`src/rtl/vram_arbiter.sv`:
```
// vram_arbiter: shares one VRAM port between display fetch, PVR and CPU with starvation forcing
module vram_arbiter #(
  parameter int ADDR_W = 24,
  parameter int DATA_W = 64,
  parameter int STARVE_LIMIT = 4
) (
  input  logic                clk,
  input  logic                rst,
  input  logic                d_req,
  input  logic                d_we,
  input  logic [ADDR_W-1:0]   d_addr,
  input  logic [DATA_W-1:0]   d_wdata,
  input  logic [DATA_W/8-1:0] d_wmask,
  output logic                d_gnt,
  output logic                d_ack,
  input  logic                p_req,
  input  logic                p_we,
  input  logic [ADDR_W-1:0]   p_addr,
  input  logic [DATA_W-1:0]   p_wdata,
  input  logic [DATA_W/8-1:0] p_wmask,
  output logic                p_gnt,
  output logic                p_ack,
  input  logic                c_req,
  input  logic                c_we,
  input  logic [ADDR_W-1:0]   c_addr,
  input  logic [DATA_W-1:0]   c_wdata,
  input  logic [DATA_W/8-1:0] c_wmask,
  output logic                c_gnt,
  output logic                c_ack,
  output logic [DATA_W-1:0]   rdata,
  output logic                mem_req,
  output logic                mem_we,
  output logic [ADDR_W-1:0]   mem_addr,
  output logic [DATA_W-1:0]   mem_wdata,
  output logic [DATA_W/8-1:0] mem_wmask,
  input  logic [DATA_W-1:0]   mem_rdata,
  input  logic                mem_ack
);
  localparam int CW = $clog2(STARVE_LIMIT + 1);
  localparam logic [CW-1:0] LIM = CW'(STARVE_LIMIT);
  localparam logic [1:0] W_D = 2'd0, W_P = 2'd1, W_C = 2'd2;
  typedef enum logic {IDLE, BUSY} state_t;
  state_t state;
  logic [1:0] owner, win;
  logic rr;
  logic [CW-1:0] cnt_p, cnt_c;
  logic force_p, force_c, any_req, sel_we;
  logic [ADDR_W-1:0] sel_addr;
  logic [DATA_W-1:0] sel_wdata;
  logic [DATA_W/8-1:0] sel_wmask;
  // rr = 0 favours PVR, rr = 1 favours CPU when both are pending
  always_comb begin
    force_p = p_req && cnt_p == LIM;
    force_c = c_req && cnt_c == LIM;
    any_req = d_req || p_req || c_req;
    win = force_p ? W_P : force_c ? W_C : d_req ? W_D :
          (p_req && c_req) ? (rr ? W_C : W_P) : p_req ? W_P : W_C;
    sel_we    = win == W_D ? d_we    : win == W_P ? p_we    : c_we;
    sel_addr  = win == W_D ? d_addr  : win == W_P ? p_addr  : c_addr;
    sel_wdata = win == W_D ? d_wdata : win == W_P ? p_wdata : c_wdata;
    sel_wmask = win == W_D ? d_wmask : win == W_P ? p_wmask : c_wmask;
  end
  always_ff @(posedge clk or posedge rst) begin
    if (rst) begin
      state <= IDLE;
      owner <= W_D;
      rr <= 1'b0;
      cnt_p <= '0;
      cnt_c <= '0;
      {d_gnt, p_gnt, c_gnt} <= '0;
      {d_ack, p_ack, c_ack} <= '0;
      rdata <= '0;
      mem_req <= 1'b0;
      mem_we <= 1'b0;
      mem_addr <= '0;
      mem_wdata <= '0;
      mem_wmask <= '0;
    end else begin
      {d_gnt, p_gnt, c_gnt} <= '0;
      {d_ack, p_ack, c_ack} <= '0;
      if (!p_req) cnt_p <= '0;
      if (!c_req) cnt_c <= '0;
      if (state == IDLE && any_req) begin
        d_gnt <= win == W_D;
        p_gnt <= win == W_P;
        c_gnt <= win == W_C;
        owner <= win;
        mem_req <= 1'b1;
        mem_we <= sel_we;
        mem_addr <= sel_addr & ~(ADDR_W'(7));
        mem_wdata <= sel_wdata;
        mem_wmask <= sel_wmask;
        state <= BUSY;
        if (win == W_P) begin
          rr <= 1'b1;
          cnt_p <= '0;
        end else if (p_req && cnt_p != LIM) cnt_p <= cnt_p + 1'b1;
        if (win == W_C) begin
          rr <= 1'b0;
          cnt_c <= '0;
        end else if (c_req && cnt_c != LIM) cnt_c <= cnt_c + 1'b1;
      end else if (state == BUSY && mem_ack) begin
        mem_req <= 1'b0;
        mem_we <= 1'b0;
        if (!mem_we) rdata <= mem_rdata;
        d_ack <= owner == W_D;
        p_ack <= owner == W_P;
        c_ack <= owner == W_C;
        state <= IDLE;
      end
    end
  end
endmodule
```
`config.mk`:
```
export PLATFORM = sky130hd
export DESIGN_NAME = vram_arbiter
export DESIGN_NICKNAME = d
export VERILOG_FILES = /design/src/rtl/vram_arbiter.sv
export SDC_FILE = /design/constraint.sdc
export NUM_CORES = 1
export LEC_CHECK = 0
export CAP_MARGIN = 0
export CORE_AREA = 3 3 202 204
export CTS_CLUSTER_DIAMETER = 80
export DETAILED_ROUTE_END_ITERATION = 10
export DIE_AREA = 0 0 205 207
export GPL_TIMING_DRIVEN = 0
export MAX_ROUTING_LAYER = met4
export SYNTH_ARGS = -nofsm -noshare
export SYNTH_HDL_FRONTEND = slang
export SYNTH_SLANG_ARGS = --single-unit
```
`constraint.sdc`:
```
create_clock -name clk -period 10.41 [get_ports clk]
set_clock_uncertainty 0.2 [all_clocks]
set_input_delay 1.5615 -clock clk [delete_from_list [all_inputs] [get_ports clk]]
set_output_delay 1.5615 -clock clk [all_outputs]
set_load 0.01 [all_outputs]
```
; ---- After elaboration in Yosys (flattened, before gate mapping)
; Cells that the tools add are included.
; W data, S select, Z words.
[word_totals]
mem_count = 0
regBits = 174
latchBits = 0
elab_cells = 80
inputBits = 361
output_inout_bits = 168
romBits = 0
ramBits = 0
[classes]
reduce_logical = 15
shifts = 0
bitwise = 3
n_mul = 0
muxes = 36
n_addsub = 2
n_eq_ne = 8
n_lt_le_gt_ge = 0
div = 0
[ops]
columns = operator, n
row1 = $mux W64, 2
row2 = $mux W24, 2
row3 = $mux W3, 8
row4 = $mux W1, 16
row5 = $mux W8, 2
row6 = $mux W2, 6
row7 = $logic_and A1 B1 Y1, 7
row8 = $add A3 B1 Y3 const B, 2
row9 = $eq A3 B3 Y1 const B, 2
row10 = $ne A3 B3 Y1 const B, 2
row11 = $eq A2 B1 Y1 const B, 2
row12 = $eq A2 B2 Y1 const B, 2
row13 = $logic_not A2 Y1, 2
row14 = $reduce_bool A2 Y1, 2
row15 = $not A1 Y1, 3
row16 = $reduce_and A3 Y1, 1
row17 = $logic_or A1 B1 Y1, 2
row18 = $reduce_and A2 Y1, 1

; ---- Longest topological paths before layout
; Gate-level depths: netlist (run 1).
[logic_depth]
ltp_word = 9
ltp_mapped = 13
mapped_depth_nobuf = 9

; ---- Worst setup path after synthesis (run 1)
; No wires, ideal clock.
[synth_path]
kind = input to register
startpoint = input port c_req
endpoint = register mem_addr[10]
setup_ns = 0.125
required_time_ns = 10.085
n_path_buf = 3
arrival_ns = 3.206
setup_slack_ns = 6.879
cell_stages = 10
cell_sequence = nor2_1 o31ai_1 inv_1 ha_1 buf_2 buf_2 buf_4 mux2i_1 o21ai_0 mux2_4
[synth_between]
elab_chain_len = 8
word_cells_on_any_way = 12
cone_classes = eq/ne: 1 / mux: 6 / reduce/logical: 5
[synth_lines]
columns = element, line
row1 = from (decl), 23  ; input logic c_req,
row2 = $logic_and A1 B1 Y1, 57  ; (p_req && c_req) ? (rr ? W_C : W_P) : p_req ? W_P : W_C;
row3 = $mux W2, 57
row4 = $mux W2, 56  ; win = force_p ? W_P : force_c ? W_C : d_req ? W_D :
row5 = $mux W2 (*) (2 in series), 56
row6 = net win[0], 44  ; logic [1:0] owner, win;
row7 = $eq A2 B1 Y1, 59  ; sel_addr = win == W_D ? d_addr : win == W_P ? p_addr : c_addr;
row8 = $mux W24, 59
row9 = $mux W24 (*), 59
row10 = to (signal assigned), 90  ; mem_addr <= sel_addr & ~(ADDR_W'(7));
row11 = to (decl), 33  ; output logic [ADDR_W-1:0] mem_addr,
; The timed path passes the listed nets; every way through them passes the cells marked *.
; A chain may end at the register's enable or synchronous reset.

; ---- Worst setup path in the final report (run 1)
[layout_path]
startpoint = input port c_req
endpoint = register mem_addr[7]
[layout_between]
elab_chain_len = 8
word_cells_on_any_way = 12
cone_classes = eq/ne: 1 / mux: 6 / reduce/logical: 5
[layout_lines]
columns = element, line
row1 = $logic_and A1 B1 Y1, 57
row2 = $mux W2, 57
row3 = $mux W2 (3 in series), 56
row4 = $eq A2 B1 Y1, 59
row5 = $mux W24 (2 in series), 59
; Several ways; a longest one is shown, not always the timed one.

==> results of run 1 <==
## final cells by class
class / instances / area (µm²) / share of cell area (%)
diodes: 1 / 2.502 / 0.01626
plain buffers: 54 / 335.3 / 2.179
clock buffers: 18 / 429.2 / 2.789
clock inverters: 14 / 252.7 / 1.643
inverters: 9 / 41.29 / 0.2684
multi-input cells: 500 / 4121 / 26.79
flip-flops and latches: 174 / 4354 / 28.30
well taps: 525 / 656.9 / 4.269
repair buffers: 517 / 5192 / 33.75
## synthesized netlist by cell type (7+ instances only)
library cell	count
dfrtp_1	174
o21ai_0	103
nand2_1	96
mux2i_1	94
mux2_2	61
mux2_1	60
mux2_4	37
buf_2	19
clkbuf_1	13
buf_6	11
inv_1	9
buf_4	7
ha_1	7
## registers in the layout, indices dropped and copies added, names as in the netlist, 2 cells and up
name	flops
mem_wdata	64
rdata	64
mem_addr	21
mem_wmask	8
cnt_c	3
cnt_p	3
owner	2
## cell families (layout without fill, tap and decap cells)
group	count (synthesis)	count (layout)	share of synthesized area (%)
compound gates	118	118	7.122
mux	252	252	32.35
buf+inv	63	612	4.177
simple gates	120	120	6.046
flops	174	174	49.27
fa+ha+maj	7	7	0.9910
other cells	1	4	0.04243
## layer usage
layer	share of wire (%)	global-route usage, %	vias up
met5	0	-	-
met4	2.1	4.949	0
met3	7.4	4.118	36
met2	50	27.91	301
met1	41	18.74	3726
li1	-	-	3663
## report_power, final
group	switching, mW	internal (mW)
combinational	0.761	1.09
clock	0.295	0.457
sequential	0.173	1.00
total	1.23	2.55
## worst max-delay path, cell delays in order
cell and delay (ps):
clkdlybuf4s50_1 630, nor2_1 80, o31ai_1 520, ha_1 240
buf_2 270, buf_2 450, buf_2 350, buf_2 270
o21ai_0 170, mux2_4 290
## metrics by stage
| stage | hold WS [ps] | instance area (µm²) | total power [mW] | utilization [%] |
|---|---|---|---|---|
| final | 290.3 | 15390 | 3.779 | 38.99 |
| after global routing | 303.7 | 15380 | 3.999 | 38.99 |
| after CTS | 297.8 | 15380 | 3.841 | 38.99 |
| after detailed placement | 280.7 | 14700 | 3.064 | 37.26 |
| after global placement | 273.4 | 14670 | 3.043 | 37.17 |
| after floorplan | 238.3 | 8845 | 2.004 | - |
## worst paths after layout
check / depth (start not counted) / slack [ps] / to / startpoint
max in group asynchronous: 3 / 7730 / mem_wdata[36]$_DFFE_PP0N_ / rst
min in group asynchronous: 2 / 1410 / rdata[52]$_DFFE_PP0P_ / rst
worst min-delay path: 1 / 290 / rdata[13]$_DFFE_PP0P_ / rdata[13]$_DFFE_PP0P_
worst max-delay path: 10 / 5670 / mem_addr[7]$_DFFE_PP0N_ / c_req
worst min register to register: 1 / 290 / rdata[13]$_DFFE_PP0P_ / rdata[13]$_DFFE_PP0P_
worst max register to register: 11 / 6660 / mem_addr[7]$_DFFE_PP0N_ / cnt_p[0]$_DFF_PP0_
==> metrics, run 1 <==
min cycle time layout=between 4000 and 5000 ps; commonest non-fill, non-tap cell in the layout=clkdlybuf4s50_1; min-delay worst type=flop to flop; gpl congestion=0.8874; synth unique cells=36; max_cap viols=0; maximum clock path buffer count=2; Worst-Skew Late Latency=440 ps; port buffer count=between 500 and 600; cell taking the most area after synthesis=dfrtp_1; Die Area=between 0.04 and 0.05 mm²; cell count after synthesis=between 700 and 800; Post-CTS Setup Inserts=0; Fin Setup TNS=0 ps; Slew HR=a little under half; Post-synth EDFFs=0; Tot GR Track Use=16.30%; Hold Fails Final Rpt=0; first drt pass iteration count=4; chip height=207 µm; Initial Utilization=around 22%; Final Non-Filler Cells=around 1800; vias=around 7700; Synth async-reset ratio=100.0%; CP Data Arrival Time=~5000 ps; Synth Area per Inst=roughly 12 µm²; core area=around 0.039 mm²; detailed placement HPWL=roughly 27000 µm; Peak Freq=210.8 MHz; final net count=~1600; sequential element share of the synthesized area=around half; drt drc=0; RSZ-0062 raised after global routing=no; total clock sinks=174; CTS Root Cell=clkbuf_16; per-cell routed wire length=about 19 µm; setup ws final=roughly 5700 ps; slew of the pin with the lowest slew margin=a little under 800 ps; initial antenna violation count=0; pre-CTS setup slack=5080 ps; DR iter-0 viols=~300; global route overflow=0; row cnt=73; CP required=approximately 11000 ps; Die Width=slightly above 200 µm; final WL=34450 µm; Final setup violation count=0; critical setup path kind=input pin to flop; post-CTS sizing=0; crit path launch type=input pin; CTS Hold Buffers Added=0; power per cell area=about 250 mW/mm²; fin crit share=45.58%; Yosys Warn Count=0; FF+latch count, synth=around 170; first-pass GRT wire length=slightly above 50000 µm; Synth top area share=~50%; DP Cell Count=about 1800; CTS buffer count=17; vias per inst=4.264; ys flop type=dfrtp_1; # IOs=529; CTS clk-pin slew, worst paths=~70 ps; crit path capture type=flop; layout overhead on the synthesized area=74.10%; fillers=roughly 4000; status=complete, no violations; antenna-violating nets left=0; peak supply drop=roughly 0.096 mV; ranking of synthesized cells by area=dfrtp_1 49%, mux2i_1 11%, mux2_2 7.8%; leak pwr=6.289 nW; vias in the first global route=8299; Mapped Area=slightly below 0.009 mm²; CTS tree=built; crit-path max FO=11; fin. max-slew vios=0; layout cells sized above 1=between 10% and 20%; commonest non-fill, non-tap cells in the layout=516 x clkdlybuf4s50_1, 174 x dfrtp_1, 103 x o21ai_0; htree depth=4; pin count of the biggest net entering global routing=90
Note: power is estimated with default switching activity, not from simulation.
==> inputs of run 2 (changes only) <==
--- a/config.mk
+++ b/config.mk
@@ -6,10 +6,10 @@
 export NUM_CORES = 1
 export LEC_CHECK = 0
 export CAP_MARGIN = 0
-export CORE_AREA = 3 3 202 204
+export CORE_AREA = 3 3 203 205
 export CTS_CLUSTER_DIAMETER = 80
 export DETAILED_ROUTE_END_ITERATION = 10
-export DIE_AREA = 0 0 205 207
+export DIE_AREA = 0 0 206 208
 export GPL_TIMING_DRIVEN = 0
 export MAX_ROUTING_LAYER = met4
 export SYNTH_ARGS = -nofsm -noshare
==> constraint.sdc (replaced) <==
create_clock -name clk -period 4.2 [get_ports clk]
set_clock_uncertainty 0.2 [all_clocks]
set_input_delay 0.63 -clock clk [delete_from_list [all_inputs] [get_ports clk]]
set_output_delay 0.63 -clock clk [all_outputs]
set_load 0.01 [all_outputs]
==> metrics, run 2 (synthesis gave the netlist of run 1 again) <==
setup ws final=473.4 ps; per-cell routed wire length=18.45 µm; critical path's largest stage delay=roughly 640 ps; Final Hold Slack=between 200 and 300 ps; detailed placement HPWL=~27000 µm; Reg area=~0.0044 mm²; fillers=~3900; global route overflow=0; CTS Hold Buffers Added=0; crit path launch type=input pin; htree depth=4; Peak Freq=around 270 MHz; top flop regs=mem_wdata x64, rdata x64, mem_addr x21; drt drc=0; Final setup violation count=0; CTS buffer count=17; gpl congestion=between 0.8 and 0.9; min-delay worst type=flop to flop; vias per inst=around 4.3; Hold Path End=rdata[47]$_DFFE_PP0P_; min cycle time layout=around 3700 ps; Die Area=0.04285 mm²; status=complete, no violations; final WL=33470 µm; Tot GR Track Use=between 10% and 20%; CP Data Arrival Time=between 3000 and 4000 ps; port buffer count=around 520; core area=0.03964 mm²; DR iter-0 viols=between 200 and 300; metal3 WL=approximately 2800 µm; crit-path max FO=10; post-CTS sizing=0; initial antenna violation count=0; Buf+Inv Stages, Crit Path=5; RR Startpoint=cnt_p[0]$_DFF_PP0_; Slowest cell on crit path=clkdlybuf4s50_1; commonest non-fill, non-tap cell in the layout=clkdlybuf4s50_1; total clock sinks=174; fin crit share=between 80% and 90%; maximum clock path buffer count=2; R2R Path End=mem_addr[12]$_DFFE_PP0N_; CTS clk-pin slew, worst paths=approximately 70 ps; layout overhead on the synthesized area=73.64%; CTS tree=built; most used cell, CP=buf_2; critical setup path kind=input pin to flop; RSZ-0062 raised after global routing=no; hold path startpoint=rdata[47]$_DFFE_PP0P_; power per cell area=around 590 mW/mm²; Die Width=~200 µm; peak supply drop=about 0.27 mV; # diodes=0; # IOs=~530; vias in the first global route=8223; slew of the pin with the lowest slew margin=just over 800 ps; CTS Root Cell=clkbuf_16; R2R depth=11; pre-CTS setup slack=-117.5 ps; family with the most delay on the worst path=buffers and inverters; Met2 Routed Length=16740 µm; leak pwr=6.266 nW; Top Metal Used=met4; Post-CTS Setup Inserts=0; max_cap viols=0; CP required=4320 ps; commonest non-fill, non-tap cells in the layout=516 x clkdlybuf4s50_1, 174 x dfrtp_1, 103 x o21ai_0; Hold Fails Final Rpt=0; Final Core Density=38.71%; layout cells sized above 1=approximately 14%; vias=just under 8000; area of the multi-input gates=about 0.0041 mm²; wire length on met1=approximately 13000 µm; hold depth=1; row cnt=73; antenna-violating nets left=0; first drt pass iteration count=4; first-pass GRT wire length=between 40000 and 50000 µm; pin count of the biggest net entering global routing=roughly 40; Initial Utilization=between 20% and 30%; Slew HR=44.65%; slack of the worst reg-to-reg path=~540 ps; crit path capture type=flop; fin. max-slew vios=0; Worst-Skew Late Latency=roughly 440 ps; chip height=between 200 and 250 µm; crit path cell chain=clkdlybuf4s50_1 -> nor2_1 -> o31ai_1 -> ha_1 -> buf_2 -> buf_2 -> buf_2 -> buf_2 -> o21ai_0 -> mux2_4; final net count=1644
[run 2: cell count changes in the layout (fill, tap and decap cells not counted)]
cell	before	now
clkinv_4	3	2
buf_12	0	4
clkbuf_1	14	15
clkbuf_8	0	1
buf_16	1	0
bufinv_16	6	2
clkinvlp_4	0	2
diode_2	1	0
clkinv_2	0	1
[run 2: cell type report]
class,instances,share of cell area [%]
flip-flops and latches,174,28.38
multi-input cells,500,26.86
inverters,9,0.2446
well taps,525,4.281
repair buffers,520,34.18
clock buffers,20,2.911
plain buffers,54,2.185
clock inverters,12,0.9622
[run 2: metal layers]
| metal | up-vias | track usage (%) |
|---|---|---|
| met2 | 306 | 26.96 |
| met3 | 19 | 4.882 |
| met4 | 0 | 3.184 |
| li1 | 3675 | - |
| met1 | 3715 | 17.92 |
| met5 | - | - |
[run 2: how the worst max path moves through the flow]
stage	startpoint	endpoint	slack (ps)	depth (start not counted)
after floorplan	rst	c_ack$_DFF_PP0_	1150	1
after global placement	rst	mem_wdata[48]$_DFFE_PP0N_	-510	2
after detailed placement	c_req	mem_addr[12]$_DFFE_PP0N_	-120	10
after CTS	c_req	mem_wdata[6]$_DFFE_PP0N_	350	10
after global routing	c_req	mem_wdata[6]$_DFFE_PP0N_	100	10
final	c_req	mem_addr[12]$_DFFE_PP0N_	470	10
[run 2: through the flow]
step	TNS (ps)	instances	instance area (µm²)	total power, mW
6_report	0	1814	15340	9.118
5_1_grt	0	1814	15340	9.680
4_1_cts	0	1814	15340	9.273
3_5_place_dp	-1126	1782	14750	7.588
3_3_place_gp	-83490	1778	14670	7.535
2_1_floorplan	0	737	8848	4.968
[run 2: worst reg2reg max path, stage by stage, from the launching register on]
cell     delay (ps)
dfrtp_1         390
inv_1            60
ha_1            230
and2_1          200
o31ai_1         510
ha_1            240
buf_2           270
buf_2           410
buf_2           360
buf_2           270
o21ai_0         140
mux2_4          280
[run 2: power breakdown]
group	internal, mW	switching (mW)
logic	2.71	1.86
clock network	0.910	0.719
registers	2.49	0.437
